==> config.mk <==
export PLATFORM = sky130hd
export DESIGN_NAME = pipe_mem_arbiter_flat
export DESIGN_NICKNAME = d
export VERILOG_FILES = /design/src/rtl/pipe_mem_arbiter_pkg.sv /design/src/rtl/pipe_mem_arbiter_if.sv /design/src/rtl/pipe_mem_timeout.sv /design/src/rtl/pipe_mem_arbiter.sv /design/src/flat_wrapper.sv
export SDC_FILE = /design/constraint.sdc
export NUM_CORES = 1
export LEC_CHECK = 0
export BUFFER_PORTS_ARGS = -buffer_cell sky130_fd_sc_hd__buf_2
export CAP_MARGIN = 25
export CELL_PAD_IN_SITES_DETAIL_PLACEMENT = 2
export CELL_PAD_IN_SITES_GLOBAL_PLACEMENT = 2
export CORE_AREA = 2 2 148 150
export CTS_BUF_LIST = sky130_fd_sc_hd__clkbuf_4 sky130_fd_sc_hd__clkbuf_8 sky130_fd_sc_hd__clkbuf_16
export CTS_CLUSTER_DIAMETER = 100
export CTS_CLUSTER_SIZE = 16
export DETAILED_ROUTE_END_ITERATION = 7
export DIE_AREA = 0 0 150 152
export PLACE_DENSITY = 0.88
export SLEW_MARGIN = 5
export SYNTH_ARGS = -nofsm -noshare
export SYNTH_HDL_FRONTEND = slang
export SYNTH_SLANG_ARGS = --single-unit
==> constraint.sdc <==
create_clock -name clk_i -period 2.2 [get_ports clk_i]
set_input_delay 0.22 -clock clk_i [delete_from_list [all_inputs] [get_ports clk_i]]
set_output_delay 0.22 -clock clk_i [all_outputs]
set_load 0.02 [all_outputs]
==> src/rtl/pipe_mem_arbiter_pkg.sv <==
// Shared rv32i pipe definitions for the fetch/memory bus arbiter.
package pipe_mem_arbiter_pkg;

  localparam int XLEN     = 32;
  localparam int BE_W     = XLEN / 8;
  localparam int STREAK_W = 4;

  localparam logic [BE_W-1:0] BE_ALL = {BE_W{1'b1}};

  typedef enum logic [1:0] {
    IDLE       = 2'd0,
    BUSY_FETCH = 2'd1,
    BUSY_DATA  = 2'd2
  } arb_state_e;

  function automatic logic [STREAK_W-1:0] streak_inc(input logic [STREAK_W-1:0] value);
    if (value == {STREAK_W{1'b1}}) begin
      return value;
    end else begin
      return value + {{(STREAK_W-1){1'b0}}, 1'b1};
    end
  endfunction

endpackage

==> src/rtl/pipe_mem_arbiter_if.sv <==
// Fetch, data and bus handshake bundle of the memory arbiter.
interface pipe_mem_arbiter_if;
  import pipe_mem_arbiter_pkg::*;

  logic            clear_i;
  logic            fetch_req_i;
  logic [XLEN-1:0] fetch_addr_i;
  logic            fetch_ack_o;
  logic [XLEN-1:0] fetch_data_o;
  logic            fetch_err_o;
  logic            fetch_stall_o;
  logic            data_req_i;
  logic            data_we_i;
  logic [XLEN-1:0] data_addr_i;
  logic [XLEN-1:0] data_wdata_i;
  logic [BE_W-1:0] data_be_i;
  logic            data_ack_o;
  logic [XLEN-1:0] data_rdata_o;
  logic            data_err_o;
  logic            data_stall_o;
  logic            bus_req_o;
  logic            bus_we_o;
  logic [XLEN-1:0] bus_addr_o;
  logic [XLEN-1:0] bus_wdata_o;
  logic [BE_W-1:0] bus_be_o;
  logic            bus_ack_i;
  logic [XLEN-1:0] bus_rdata_i;

  modport slave (
    input  clear_i, fetch_req_i, fetch_addr_i,
    input  data_req_i, data_we_i, data_addr_i, data_wdata_i, data_be_i,
    input  bus_ack_i, bus_rdata_i,
    output fetch_ack_o, fetch_data_o, fetch_err_o, fetch_stall_o,
    output data_ack_o, data_rdata_o, data_err_o, data_stall_o,
    output bus_req_o, bus_we_o, bus_addr_o, bus_wdata_o, bus_be_o
  );

  modport master (
    output clear_i, fetch_req_i, fetch_addr_i,
    output data_req_i, data_we_i, data_addr_i, data_wdata_i, data_be_i,
    output bus_ack_i, bus_rdata_i,
    input  fetch_ack_o, fetch_data_o, fetch_err_o, fetch_stall_o,
    input  data_ack_o, data_rdata_o, data_err_o, data_stall_o,
    input  bus_req_o, bus_we_o, bus_addr_o, bus_wdata_o, bus_be_o
  );

endinterface

==> src/rtl/pipe_mem_timeout.sv <==
// Loadable down-counter watchdog; expired flags an enabled count that has
// run down to zero.
module pipe_mem_timeout #(
  parameter int WIDTH = 6
) (
  input  logic             clk,
  input  logic             rst_n,
  input  logic             load,
  input  logic [WIDTH-1:0] load_value,
  input  logic             enable,
  input  logic             clear,
  output logic             expired
);

  logic [WIDTH-1:0] count_r;

  // Clear wins over load so a finished transaction never leaves a stale count.
  always_ff @(posedge clk or negedge rst_n) begin
    if (!rst_n) begin
      count_r <= {WIDTH{1'b0}};
    end else if (clear) begin
      count_r <= {WIDTH{1'b0}};
    end else if (load) begin
      count_r <= load_value;
    end else if (enable && (count_r != {WIDTH{1'b0}})) begin
      count_r <= count_r - WIDTH'(1'b1);
    end else begin
      count_r <= count_r;
    end
  end

  assign expired = enable && (count_r == {WIDTH{1'b0}});

endmodule

==> src/rtl/pipe_mem_arbiter.sv <==
// Shares one memory bus between the fetch and memory stages with a bounded
// data streak, a transaction watchdog and flush-aware fetch discard.
module pipe_mem_arbiter
  import pipe_mem_arbiter_pkg::*;
#(
  parameter int DATA_STREAK_MAX = 4,
  parameter int TIMEOUT_CYCLES  = 64
) (
  input logic               clk_i,
  input logic               reset_ni,
  pipe_mem_arbiter_if.slave port
);

  localparam int TW = (TIMEOUT_CYCLES > 1) ? $clog2(TIMEOUT_CYCLES) : 1;
  localparam logic [TW-1:0] TMO_LOAD =
    (TIMEOUT_CYCLES > 0) ? TW'(TIMEOUT_CYCLES - 1) : {TW{1'b0}};
  localparam logic [STREAK_W-1:0] STREAK_LIMIT = STREAK_W'(DATA_STREAK_MAX);

  arb_state_e          state_r, state_s;
  logic [STREAK_W-1:0] streak_r, streak_s;
  logic                discard_r, discard_s;
  logic                bus_req_r, bus_req_s, bus_we_r, bus_we_s;
  logic [XLEN-1:0]     bus_addr_r, bus_addr_s, bus_wdata_r, bus_wdata_s;
  logic [BE_W-1:0]     bus_be_r, bus_be_s;
  logic                fetch_ack_r, fetch_ack_s, fetch_err_r, fetch_err_s;
  logic [XLEN-1:0]     fetch_data_r, fetch_data_s;
  logic                data_ack_r, data_ack_s, data_err_r, data_err_s;
  logic [XLEN-1:0]     data_rdata_r, data_rdata_s;
  logic                tmo_load_s, tmo_clear_s, tmo_expired_s;
  logic                done_s;
  logic [XLEN-1:0]     done_data_s;

  pipe_mem_timeout #(.WIDTH(TW)) u_timeout (
    .clk        (clk_i),
    .rst_n      (reset_ni),
    .load       (tmo_load_s),
    .load_value (TMO_LOAD),
    .enable     (state_r != IDLE),
    .clear      (tmo_clear_s),
    .expired    (tmo_expired_s)
  );

  // A bus ack in the expiry cycle still counts as a normal completion.
  assign done_s      = port.bus_ack_i || ((TIMEOUT_CYCLES > 0) && tmo_expired_s);
  assign done_data_s = port.bus_ack_i ? port.bus_rdata_i : {XLEN{1'b0}};

  // Next-state, arbitration and completion routing.
  always_comb begin
    state_s      = state_r;
    streak_s     = streak_r;
    discard_s    = discard_r;
    bus_req_s    = bus_req_r;
    bus_we_s     = bus_we_r;
    bus_addr_s   = bus_addr_r;
    bus_wdata_s  = bus_wdata_r;
    bus_be_s     = bus_be_r;
    fetch_ack_s  = 1'b0;
    fetch_err_s  = 1'b0;
    fetch_data_s = fetch_data_r;
    data_ack_s   = 1'b0;
    data_err_s   = 1'b0;
    data_rdata_s = data_rdata_r;
    tmo_load_s   = 1'b0;
    tmo_clear_s  = 1'b0;
    case (state_r)
      IDLE: begin
        if (port.data_req_i && ((streak_r < STREAK_LIMIT) || !port.fetch_req_i)) begin
          state_s     = BUSY_DATA;
          streak_s    = port.fetch_req_i ? streak_inc(streak_r) : {STREAK_W{1'b0}};
          bus_req_s   = 1'b1;
          bus_we_s    = port.data_we_i;
          bus_addr_s  = port.data_addr_i;
          bus_wdata_s = port.data_wdata_i;
          bus_be_s    = port.data_be_i;
          tmo_load_s  = 1'b1;
        end else if (port.fetch_req_i && !port.clear_i) begin
          state_s     = BUSY_FETCH;
          streak_s    = {STREAK_W{1'b0}};
          discard_s   = 1'b0;
          bus_req_s   = 1'b1;
          bus_we_s    = 1'b0;
          bus_addr_s  = port.fetch_addr_i;
          bus_wdata_s = {XLEN{1'b0}};
          bus_be_s    = BE_ALL;
          tmo_load_s  = 1'b1;
        end else begin
          state_s = IDLE;
        end
      end
      BUSY_FETCH: begin
        if (done_s) begin
          state_s     = IDLE;
          discard_s   = 1'b0;
          bus_req_s   = 1'b0;
          bus_we_s    = 1'b0;
          tmo_clear_s = 1'b1;
          // A flush in the completion cycle also kills the stale word.
          if (!(discard_r || port.clear_i)) begin
            fetch_ack_s  = 1'b1;
            fetch_err_s  = !port.bus_ack_i;
            fetch_data_s = done_data_s;
          end else begin
            fetch_ack_s = 1'b0;
          end
        end else begin
          discard_s = discard_r || port.clear_i;
        end
      end
      BUSY_DATA: begin
        if (done_s) begin
          state_s      = IDLE;
          bus_req_s    = 1'b0;
          bus_we_s     = 1'b0;
          tmo_clear_s  = 1'b1;
          data_ack_s   = 1'b1;
          data_err_s   = !port.bus_ack_i;
          data_rdata_s = done_data_s;
        end else begin
          state_s = BUSY_DATA;
        end
      end
      default: begin
        state_s   = IDLE;
        bus_req_s = 1'b0;
        bus_we_s  = 1'b0;
      end
    endcase
  end

  // State register.
  always_ff @(posedge clk_i or negedge reset_ni) begin
    if (!reset_ni) begin
      state_r <= IDLE;
    end else begin
      state_r <= state_s;
    end
  end

  // Bookkeeping and registered outputs.
  always_ff @(posedge clk_i or negedge reset_ni) begin
    if (!reset_ni) begin
      streak_r     <= {STREAK_W{1'b0}};
      discard_r    <= 1'b0;
      bus_req_r    <= 1'b0;
      bus_we_r     <= 1'b0;
      bus_addr_r   <= {XLEN{1'b0}};
      bus_wdata_r  <= {XLEN{1'b0}};
      bus_be_r     <= {BE_W{1'b0}};
      fetch_ack_r  <= 1'b0;
      fetch_err_r  <= 1'b0;
      fetch_data_r <= {XLEN{1'b0}};
      data_ack_r   <= 1'b0;
      data_err_r   <= 1'b0;
      data_rdata_r <= {XLEN{1'b0}};
    end else begin
      streak_r     <= streak_s;
      discard_r    <= discard_s;
      bus_req_r    <= bus_req_s;
      bus_we_r     <= bus_we_s;
      bus_addr_r   <= bus_addr_s;
      bus_wdata_r  <= bus_wdata_s;
      bus_be_r     <= bus_be_s;
      fetch_ack_r  <= fetch_ack_s;
      fetch_err_r  <= fetch_err_s;
      fetch_data_r <= fetch_data_s;
      data_ack_r   <= data_ack_s;
      data_err_r   <= data_err_s;
      data_rdata_r <= data_rdata_s;
    end
  end

  assign port.bus_req_o     = bus_req_r;
  assign port.bus_we_o      = bus_we_r;
  assign port.bus_addr_o    = bus_addr_r;
  assign port.bus_wdata_o   = bus_wdata_r;
  assign port.bus_be_o      = bus_be_r;
  assign port.fetch_ack_o   = fetch_ack_r;
  assign port.fetch_err_o   = fetch_err_r;
  assign port.fetch_data_o  = fetch_data_r;
  assign port.data_ack_o    = data_ack_r;
  assign port.data_err_o    = data_err_r;
  assign port.data_rdata_o  = data_rdata_r;
  assign port.fetch_stall_o = port.fetch_req_i & ~fetch_ack_r;
  assign port.data_stall_o  = port.data_req_i & ~data_ack_r;

endmodule

==> src/flat_wrapper.sv <==
// flat-port wrapper written by rule: the top's interface ports become plain ports
module pipe_mem_arbiter_flat import pipe_mem_arbiter_pkg::*;
#(
  parameter int DATA_STREAK_MAX = 4,
  parameter int TIMEOUT_CYCLES  = 64
)
  (clk_i, reset_ni, port_clear_i, port_fetch_req_i, port_fetch_addr_i, port_data_req_i, port_data_we_i, port_data_addr_i, port_data_wdata_i, port_data_be_i, port_bus_ack_i, port_bus_rdata_i, port_fetch_ack_o, port_fetch_data_o, port_fetch_err_o, port_fetch_stall_o, port_data_ack_o, port_data_rdata_o, port_data_err_o, port_data_stall_o, port_bus_req_o, port_bus_we_o, port_bus_addr_o, port_bus_wdata_o, port_bus_be_o);
  pipe_mem_arbiter_if port_i ();
  input logic clk_i;
  input logic reset_ni;
  input wire logic [$bits(port_i.clear_i)-1:0] port_clear_i;
  input wire logic [$bits(port_i.fetch_req_i)-1:0] port_fetch_req_i;
  input wire logic [$bits(port_i.fetch_addr_i)-1:0] port_fetch_addr_i;
  input wire logic [$bits(port_i.data_req_i)-1:0] port_data_req_i;
  input wire logic [$bits(port_i.data_we_i)-1:0] port_data_we_i;
  input wire logic [$bits(port_i.data_addr_i)-1:0] port_data_addr_i;
  input wire logic [$bits(port_i.data_wdata_i)-1:0] port_data_wdata_i;
  input wire logic [$bits(port_i.data_be_i)-1:0] port_data_be_i;
  input wire logic [$bits(port_i.bus_ack_i)-1:0] port_bus_ack_i;
  input wire logic [$bits(port_i.bus_rdata_i)-1:0] port_bus_rdata_i;
  output wire logic [$bits(port_i.fetch_ack_o)-1:0] port_fetch_ack_o;
  output wire logic [$bits(port_i.fetch_data_o)-1:0] port_fetch_data_o;
  output wire logic [$bits(port_i.fetch_err_o)-1:0] port_fetch_err_o;
  output wire logic [$bits(port_i.fetch_stall_o)-1:0] port_fetch_stall_o;
  output wire logic [$bits(port_i.data_ack_o)-1:0] port_data_ack_o;
  output wire logic [$bits(port_i.data_rdata_o)-1:0] port_data_rdata_o;
  output wire logic [$bits(port_i.data_err_o)-1:0] port_data_err_o;
  output wire logic [$bits(port_i.data_stall_o)-1:0] port_data_stall_o;
  output wire logic [$bits(port_i.bus_req_o)-1:0] port_bus_req_o;
  output wire logic [$bits(port_i.bus_we_o)-1:0] port_bus_we_o;
  output wire logic [$bits(port_i.bus_addr_o)-1:0] port_bus_addr_o;
  output wire logic [$bits(port_i.bus_wdata_o)-1:0] port_bus_wdata_o;
  output wire logic [$bits(port_i.bus_be_o)-1:0] port_bus_be_o;
  assign port_i.clear_i = port_clear_i;
  assign port_i.fetch_req_i = port_fetch_req_i;
  assign port_i.fetch_addr_i = port_fetch_addr_i;
  assign port_i.data_req_i = port_data_req_i;
  assign port_i.data_we_i = port_data_we_i;
  assign port_i.data_addr_i = port_data_addr_i;
  assign port_i.data_wdata_i = port_data_wdata_i;
  assign port_i.data_be_i = port_data_be_i;
  assign port_i.bus_ack_i = port_bus_ack_i;
  assign port_i.bus_rdata_i = port_bus_rdata_i;
  assign port_fetch_ack_o = port_i.fetch_ack_o;
  assign port_fetch_data_o = port_i.fetch_data_o;
  assign port_fetch_err_o = port_i.fetch_err_o;
  assign port_fetch_stall_o = port_i.fetch_stall_o;
  assign port_data_ack_o = port_i.data_ack_o;
  assign port_data_rdata_o = port_i.data_rdata_o;
  assign port_data_err_o = port_i.data_err_o;
  assign port_data_stall_o = port_i.data_stall_o;
  assign port_bus_req_o = port_i.bus_req_o;
  assign port_bus_we_o = port_i.bus_we_o;
  assign port_bus_addr_o = port_i.bus_addr_o;
  assign port_bus_wdata_o = port_i.bus_wdata_o;
  assign port_bus_be_o = port_i.bus_be_o;
  pipe_mem_arbiter #(.DATA_STREAK_MAX(DATA_STREAK_MAX), .TIMEOUT_CYCLES(TIMEOUT_CYCLES)) u_core (.clk_i(clk_i), .reset_ni(reset_ni), .port(port_i));
endmodule
==> results of run 1 <==
[Yosys cell counts (2+ instances only)]
cell type	number	area [um^2]
and2_1	3	18.8
clkbuf_1	20	75.1
nor2_1	2	7.51
o22a_1	4	35.0
nor3_1	4	20.0
a21oi_1	3	15.0
dfrtp_1	151	3780
nand2_1	44	165
buf_6	7	78.8
and3_1	2	12.5
a221o_1	3	30.0
ha_1	5	62.6
o21ai_0	34	170
buf_2	6	30.0
nor3b_1	3	22.5
or2_2	2	12.5
mux2i_1	33	330
inv_1	10	37.5
nand2_4	2	22.5
o21ai_1	6	30.0
a22o_1	98	858
nor2b_1	4	25.0
[power breakdown]
group | total (mW) | leakage (nW) | switching, mW | internal, mW
Clock | 2.93 | 0.282 | 1.28 | 1.65
Combinational | 4.43 | 2.28 | 2.71 | 1.71
Sequential | 4.48 | 1.90 | 0.648 | 3.83
[area by class of cell]
| type | count | area, um^2 |
|---|---|---|
| repair buffers | 307 | 1740 |
| clock buffers | 19 | 453 |
| multi-input cells | 274 | 2060 |
| inverters | 10 | 37.5 |
| diodes | 1 | 2.50 |
| flip-flops and latches | 151 | 3780 |
| fillers | 2274 | 12800 |
| well taps | 280 | 350 |
| clock inverters | 13 | 133 |
[flip-flops by register name, indices dropped and copies added (netlist names), 2 cells and up]
name and cells:
u_core.port.bus_addr_o 32, u_core.u_timeout.count_r 6, u_core.port.bus_be_o 4, u_core.streak_r 4, u_core.port.bus_wdata_o 32, u_core.port.fetch_data_o 32
u_core.port.data_rdata_o 32, u_core.state_r 2
[worst max-delay path, cell delays in order (launching register included)]
cell and delay (ns):
dfrtp_1 0.40, inv_1 0.07, ha_1 0.18, or4b_4 0.53
o21bai_4 0.25, nand2_4 0.08, buf_12 0.17, a22o_1 0.26
[through the flow]
| stage | setup WS (ns) | util, % | hold slack (ns) | cells | power (mW) |
|---|---|---|---|---|---|
| floorplan | 0.211 | - | -0.0756 | 468 | 7.11 |
| global placement | 0.102 | 36.7 | 0.234 | 1009 | 8.75 |
| detailed placement | 0.00379 | 36.7 | 0.247 | 1009 | 8.97 |
| CTS | 0.102 | 40.0 | 0.0000366 | 1054 | 12.0 |
| global route | 0.0229 | 40.0 | 0.0112 | 1055 | 12.6 |
| finish | 0.116 | 40.0 | 0.0254 | 1055 | 11.8 |
[logic make-up after synthesis]
| logic type | synth area share (%) |
|---|---|
| compound gates | 21.0 |
| xor+xnor | 0.145 |
| fa+ha+maj | 1.03 |
| buf+inv | 3.66 |
| flops | 62.4 |
| mux | 5.65 |
| simple gates | 6.10 |
[metal layers]
layer  vias to the layer above  GRT usage (%)
met5                         -              0
met4                         0           4.85
met3                        19           5.62
met2                       189           30.2
met1                      2518           21.4
li1                       2314              -
[how the worst max path moves through the flow]
stage,start,slack [ns],endpoint,cells after the start
after floorplan,u_core.state_r[0]$_DFFE_PN0P_,0.21,u_core.u_timeout.count_r[2]$_DFFE_PN0P_,6
after global placement,u_core.u_timeout.count_r[0]$_DFFE_PN0P_,0.10,u_core.u_timeout.count_r[2]$_DFFE_PN0P_,6
after detailed placement,u_core.u_timeout.count_r[0]$_DFFE_PN0P_,0.004,u_core.port.data_rdata_o[11]$_DFFE_PN0P_,7
after CTS,u_core.u_timeout.count_r[1]$_DFFE_PN0P_,0.10,u_core.port.data_rdata_o[11]$_DFFE_PN0P_,7
after global routing,u_core.u_timeout.count_r[0]$_DFFE_PN0P_,0.02,u_core.u_timeout.count_r[3]$_DFFE_PN0P_,6
final,u_core.u_timeout.count_r[0]$_DFFE_PN0P_,0.12,u_core.port.data_rdata_o[11]$_DFFE_PN0P_,7
[placed cells by master (no fill, tap or decap), types with 5 or more instances in the layout]
cell,count
ha_1,5
o21ai_1,6
dfrtp_1,151
inv_1,10
buf_2,277
nand2_1,43
inv_6,6
a22o_1,98
dlygate4sd3_1,13
buf_4,9
mux2i_1,33
o21ai_0,34
clkbuf_16,17
buf_12,7
[timing repair]
action	CTS	global route
hold buffers	13	0
gates resized for setup	1	0
setup buffers	0	0
hold endpoints to repair	67	0
endpoints found under the setup margin	1	0
==> results.md, run 1 <==
- Layout Nets: 905
- Worst R2R Setup Slack: 0.12 ns
- DP HPWL: 14300 um
- Crit path launch type: register
- Crit. End Element: register
- Post-route ant nets: 0
- DR vias: 5040
- Die W: 150 um
- Initial core utilization: 28.3%
- Global route overflow: 0
- Root buffer cell: clkbuf_16
- RD Place Congestion: 0.734
- Setup CP Type: register to register
- Reg-to-reg endpoint: u_core.port.data_rdata_o[11]$_DFFE_PN0P_
- Cell area power density: 1390 nW/um^2
- Pins Over Slew Limit: 0
- Crit share post-route: 94.7%
- Fmax: 480 MHz
- Maxcap violations: 0
- Yosys warns: 0
- Largest net degree at the start of global routing: 75
- First-pass GRT wire length: 31600 um
- Die Y: 152 um
- Fin crit period: 2.08 ns
- TritonCTS clock tree: built
- Tot GR Track Use: 17.7%
- Core area: 21400 um^2
- Average wire per standard cell: 18.8 um
- Met3 routed WL: 1520 um
- Number of synthesized flops with an enable pin: 0
- Final setup vio count: 0
- Pre-Repair DR Iteration Count: 4
- Clock buffer count from CTS: 17
- Status: completed
- Final hold vios: 0
- Worst-path clk slew: 0.07 ns
- WHS Endpoint: u_core.port.bus_wdata_o[29]$_DFFE_PN0P_
- Clock buffer depth: 2
- Arrival time of the worst setup path: 2.38 ns
- Post-synthesis sequential area ratio: 62.4%
- Synthesis-to-layout area growth: 41.3%
- H-tree depth: 4
- Prevailing post-synth register cell: dfrtp_1
- Post-synthesis cell type count: 44
- Vias in the first global route: 5727
- DIE AREA: 22800 um^2
- DR top layer: met4
- WL final: 19900 um
- Ys async rst share: 100%
- Hold Path Class: input pin to register
- VDD IR-drop max: 628 uV
- Max-Slew Margin vs Limit: 61.5%
- Reg2reg start: u_core.u_timeout.count_r[0]$_DFFE_PN0P_
- Clk sinks: 151
- Worst-Skew Late Latency: 0.42 ns
- Syn Std Cell Area: 6050 um^2
- Post-Synthesis Cells: 468
- Metal2 WL: 9810 um
- Critical Path RT: 2.50 ns
- Worst clock skew: 0.0123 ns
- Vias/cell: 4.78
- Worst Hold Launch: port_data_wdata_i[29]
- Row cnt: 54
- Post-Layout Inst Area: 8550 um^2
- Crit Path Max Fanout: 33
- RSZ-0062 raised after global routing: no
- Measured slew at the worst slew-check pin: 0.577 ns
- Dpl cell area: 7830 um^2
- Layout cells sized above 1: 43.8%
- Ports: 279
- Setup tns final: 0 ns
- Synthesized Nets: 612
- Leak Pwr: 4.46 nW
- Syn Area/Cell: 12.9 um^2
- M1 wire length: 8280 um
- # DRC: 0
- Post-synthesis register bit count: 151
- Port Buffers: 278
- Hold Crit Depth: 2
- Initial detailed-routing violation count: 108
- Initial antenna violation count: 1
- R2R cell count: 7
No activity file was read; power rests on OpenSTA's default activity.
==> inputs of run 2 (changes only) <==
- CELL_PAD_IN_SITES_DETAIL_PLACEMENT: 2 -> default
- CELL_PAD_IN_SITES_GLOBAL_PLACEMENT: 2 -> default
- CORE_AREA: 2 2 148 150 -> 2 2 146 148
- DIE_AREA: 0 0 150 152 -> 0 0 148 150
- PLACE_DENSITY: 0.88 -> 0.64
==> run 2 against run 1 <==
  * Power rose by 2.8%
  * Via count fell by 5.3%
  * Register-to-register slack got worse by 0.02 ns
  * Non-clock buffer count fell by 13
  * Critical path type unchanged
==> results.md, run 2 (same netlist as run 1, synthesis figures left out) <==
- Layout cells sized above 1: 43.9%
- ANT cells: 0
- DP Cell Count: 999
- Core Util, Final: 41.2%
- Post-Layout Inst Area: 8530 um^2
- Worst clock skew: 0.0136 ns
- Setup CP Type: register to register
- Layout Nets: 892
- Clock buffer count from CTS: 17
- Reg2reg start: u_core.u_timeout.count_r[0]$_DFFE_PN0P_
- RSZ-0062 raised after global routing: no
- Worst R2R Setup Slack: 0.1 ns
- Final setup vio count: 0
- DIE AREA: 22200 um^2
- Die W: 148 um
- Pre-CTS setup slack: 0.0378 ns
- Cell internal pwr: 7.81 mW
- Worst hold slack: 0.0231 ns
- Port Buffers: 278
- Vias in the first global route: 4794
- Fmax: 475 MHz
- Crit Path Max Fanout: 5
- Hold Path Class: input pin to register
- Pre-Repair DR Iteration Count: 4
- First-pass GRT wire length: 25100 um
- Sw Pwr: 4.36 mW
- Crit share post-route: 95.6%
- H-tree depth: 4
- Setup tns final: 0 ns
- Ports: 279
- Clock group share of total power: 28.6%
- Worst-Skew Late Latency: 0.42 ns
- Post-route ant nets: 0
- Synthesis-to-layout area growth: 40.9%
- DP HPWL: 11400 um
- R2R cell count: 7
- Clk sinks: 151
- Initial antenna violation count: 1
- Initial core utilization: 29.2%
- Reg area: 3780 um^2
- Cell Count, Final, Fillers Out: 1036
- Termination of the worst setup path: u_core.state_r[0]$_DFFE_PN0P_
- Reg-to-reg endpoint: u_core.state_r[0]$_DFFE_PN0P_
- Tot GR Track Use: 14.3%
- Comb pwr share: 34.9%
- VDD IR-drop max: 586 uV
- Leak Pwr: 4.45 nW
- Fin crit period: 2.10 ns
- Total Power: 12.2 mW
- Fillcell total: 2015
- Crit. End Element: register
- Slowest cell on crit path: or4b_4
- Net Sw Frac: 35.8%
- Arrival time of the worst setup path: 2.40 ns
- Crit path from: u_core.u_timeout.count_r[0]$_DFFE_PN0P_
- Maxcap violations: 0
- RD Place Congestion: 0.761
- Vias/cell: 4.61
- Root buffer cell: clkbuf_16
- Reg power frac: 36.5%
- Initial detailed-routing violation count: 202
- Max-Slew Margin vs Limit: 64.5%
- TritonCTS clock tree: built
- Multi-input gate area: 2060 um^2
- Max stage delay on crit path: 0.49 ns
- Hold Crit Depth: 2
- Worst-path clk slew: 0.06 ns
- Critical Path RT: 2.49 ns
- Final hold vios: 0
- Row cnt: 53
- Commonest non-fill, non-tap cell in the layout: buf_2
- Measured slew at the worst slew-check pin: 0.533 ns
- Dpl cell area: 7760 um^2
- Cell area power density: 1430 nW/um^2
- # DRC: 0
- Die Y: 150 um
- Crit path launch type: register
- Pins Over Slew Limit: 0
- Crit path cell chain: inv_1 > ha_1 > or4b_4 > buf_4 > o21ba_1 > nand2_1 > mux2_2
- Core area: 20700 um^2
- Global route overflow: 0
- WL final: 15900 um
- DR vias: 4774
- Clock buffer depth: 2
- Largest net degree at the start of global routing: 101
- Average wire per standard cell: 15.4 um
- Commonest non-fill, non-tap cells in the layout: buf_2, dfrtp_1, a22o_1
- Status: completed
- Final worst slack: 0.0964 ns
## run 2: changes by cell type in the layout (fill, tap and decap cells not counted), moves of 2 or more
cell	change
bufinv_16	+6
buf_12	-2
dlygate4sd3_1	-8
clkinvlp_4	-2
inv_6	-4
clkinv_4	+2
buf_4	-3
## run 2: layout make-up
type                            instances  share of cell area, %
Clock inverter                         13                   3.10
Clock buffer                           19                   5.24
Tap cell                              275                   4.03
Multi-Input combinational cell        274                   24.2
Timing Repair Buffer                  294                   18.7
Sequential cell                       151                   44.3
Inverter                               10                  0.440
## run 2: metal layers
metal	wire length, um	track usage (%)	vias up
li1	-	-	2283
met4	268	5.05	2
met1	6680	17.7	2302
met2	8000	24.1	169
met3	987	3.84	18
met5	16	0	-
## run 2: repair_timing
item / 4_1_cts / 5_1_grt
endpoints found under the hold margin: 47 / 1
hold buffers: 4 / 1
setup buffers: 0 / 0
endpoints found under the setup margin: 0 / 65
resized for setup: 0 / 2
## run 2: worst min-delay path by stage
stage | from | to | slack, ns
global placement | reset_ni | u_core.port.bus_wdata_o[0]$_DFFE_PN0P_ | 0.18
detailed placement | reset_ni | u_core.port.bus_wdata_o[0]$_DFFE_PN0P_ | 0.18
finish | port_data_wdata_i[16] | u_core.port.bus_wdata_o[16]$_DFFE_PN0P_ | 0.02
global route | port_data_be_i[1] | u_core.port.bus_be_o[1]$_DFFE_PN0P_ | 0.003
CTS | port_data_wdata_i[16] | u_core.port.bus_wdata_o[16]$_DFFE_PN0P_ | 0.0002
floorplan | reset_ni | u_core.discard_r$_DFFE_PN0P_ | -0.08
## run 2: critical path: cells and delay by family (launching register included)
| kind | cells | cell delay (ns) |
|---|---|---|
| DFF | 1 | 0.40 |
| muxes | 1 | 0.33 |
| adders and majority gates | 1 | 0.18 |
| AOI/OAI and AO/OA | 1 | 0.22 |
| and+or+nand+nor | 2 | 0.61 |
| buffers and inverters | 2 | 0.25 |
## run 2: power groups by stage
stage / registers (mW) / logic (mW) / clock network, mW
2_1_floorplan: 5.65 / 1.46 / 0
3_3_place_gp: 4.48 / 4.22 / 0
3_5_place_dp: 4.46 / 4.31 / 0
4_1_cts: 4.45 / 4.30 / 3.56
5_1_grt: 4.59 / 4.59 / 3.69
6_report: 4.44 / 4.24 / 3.48
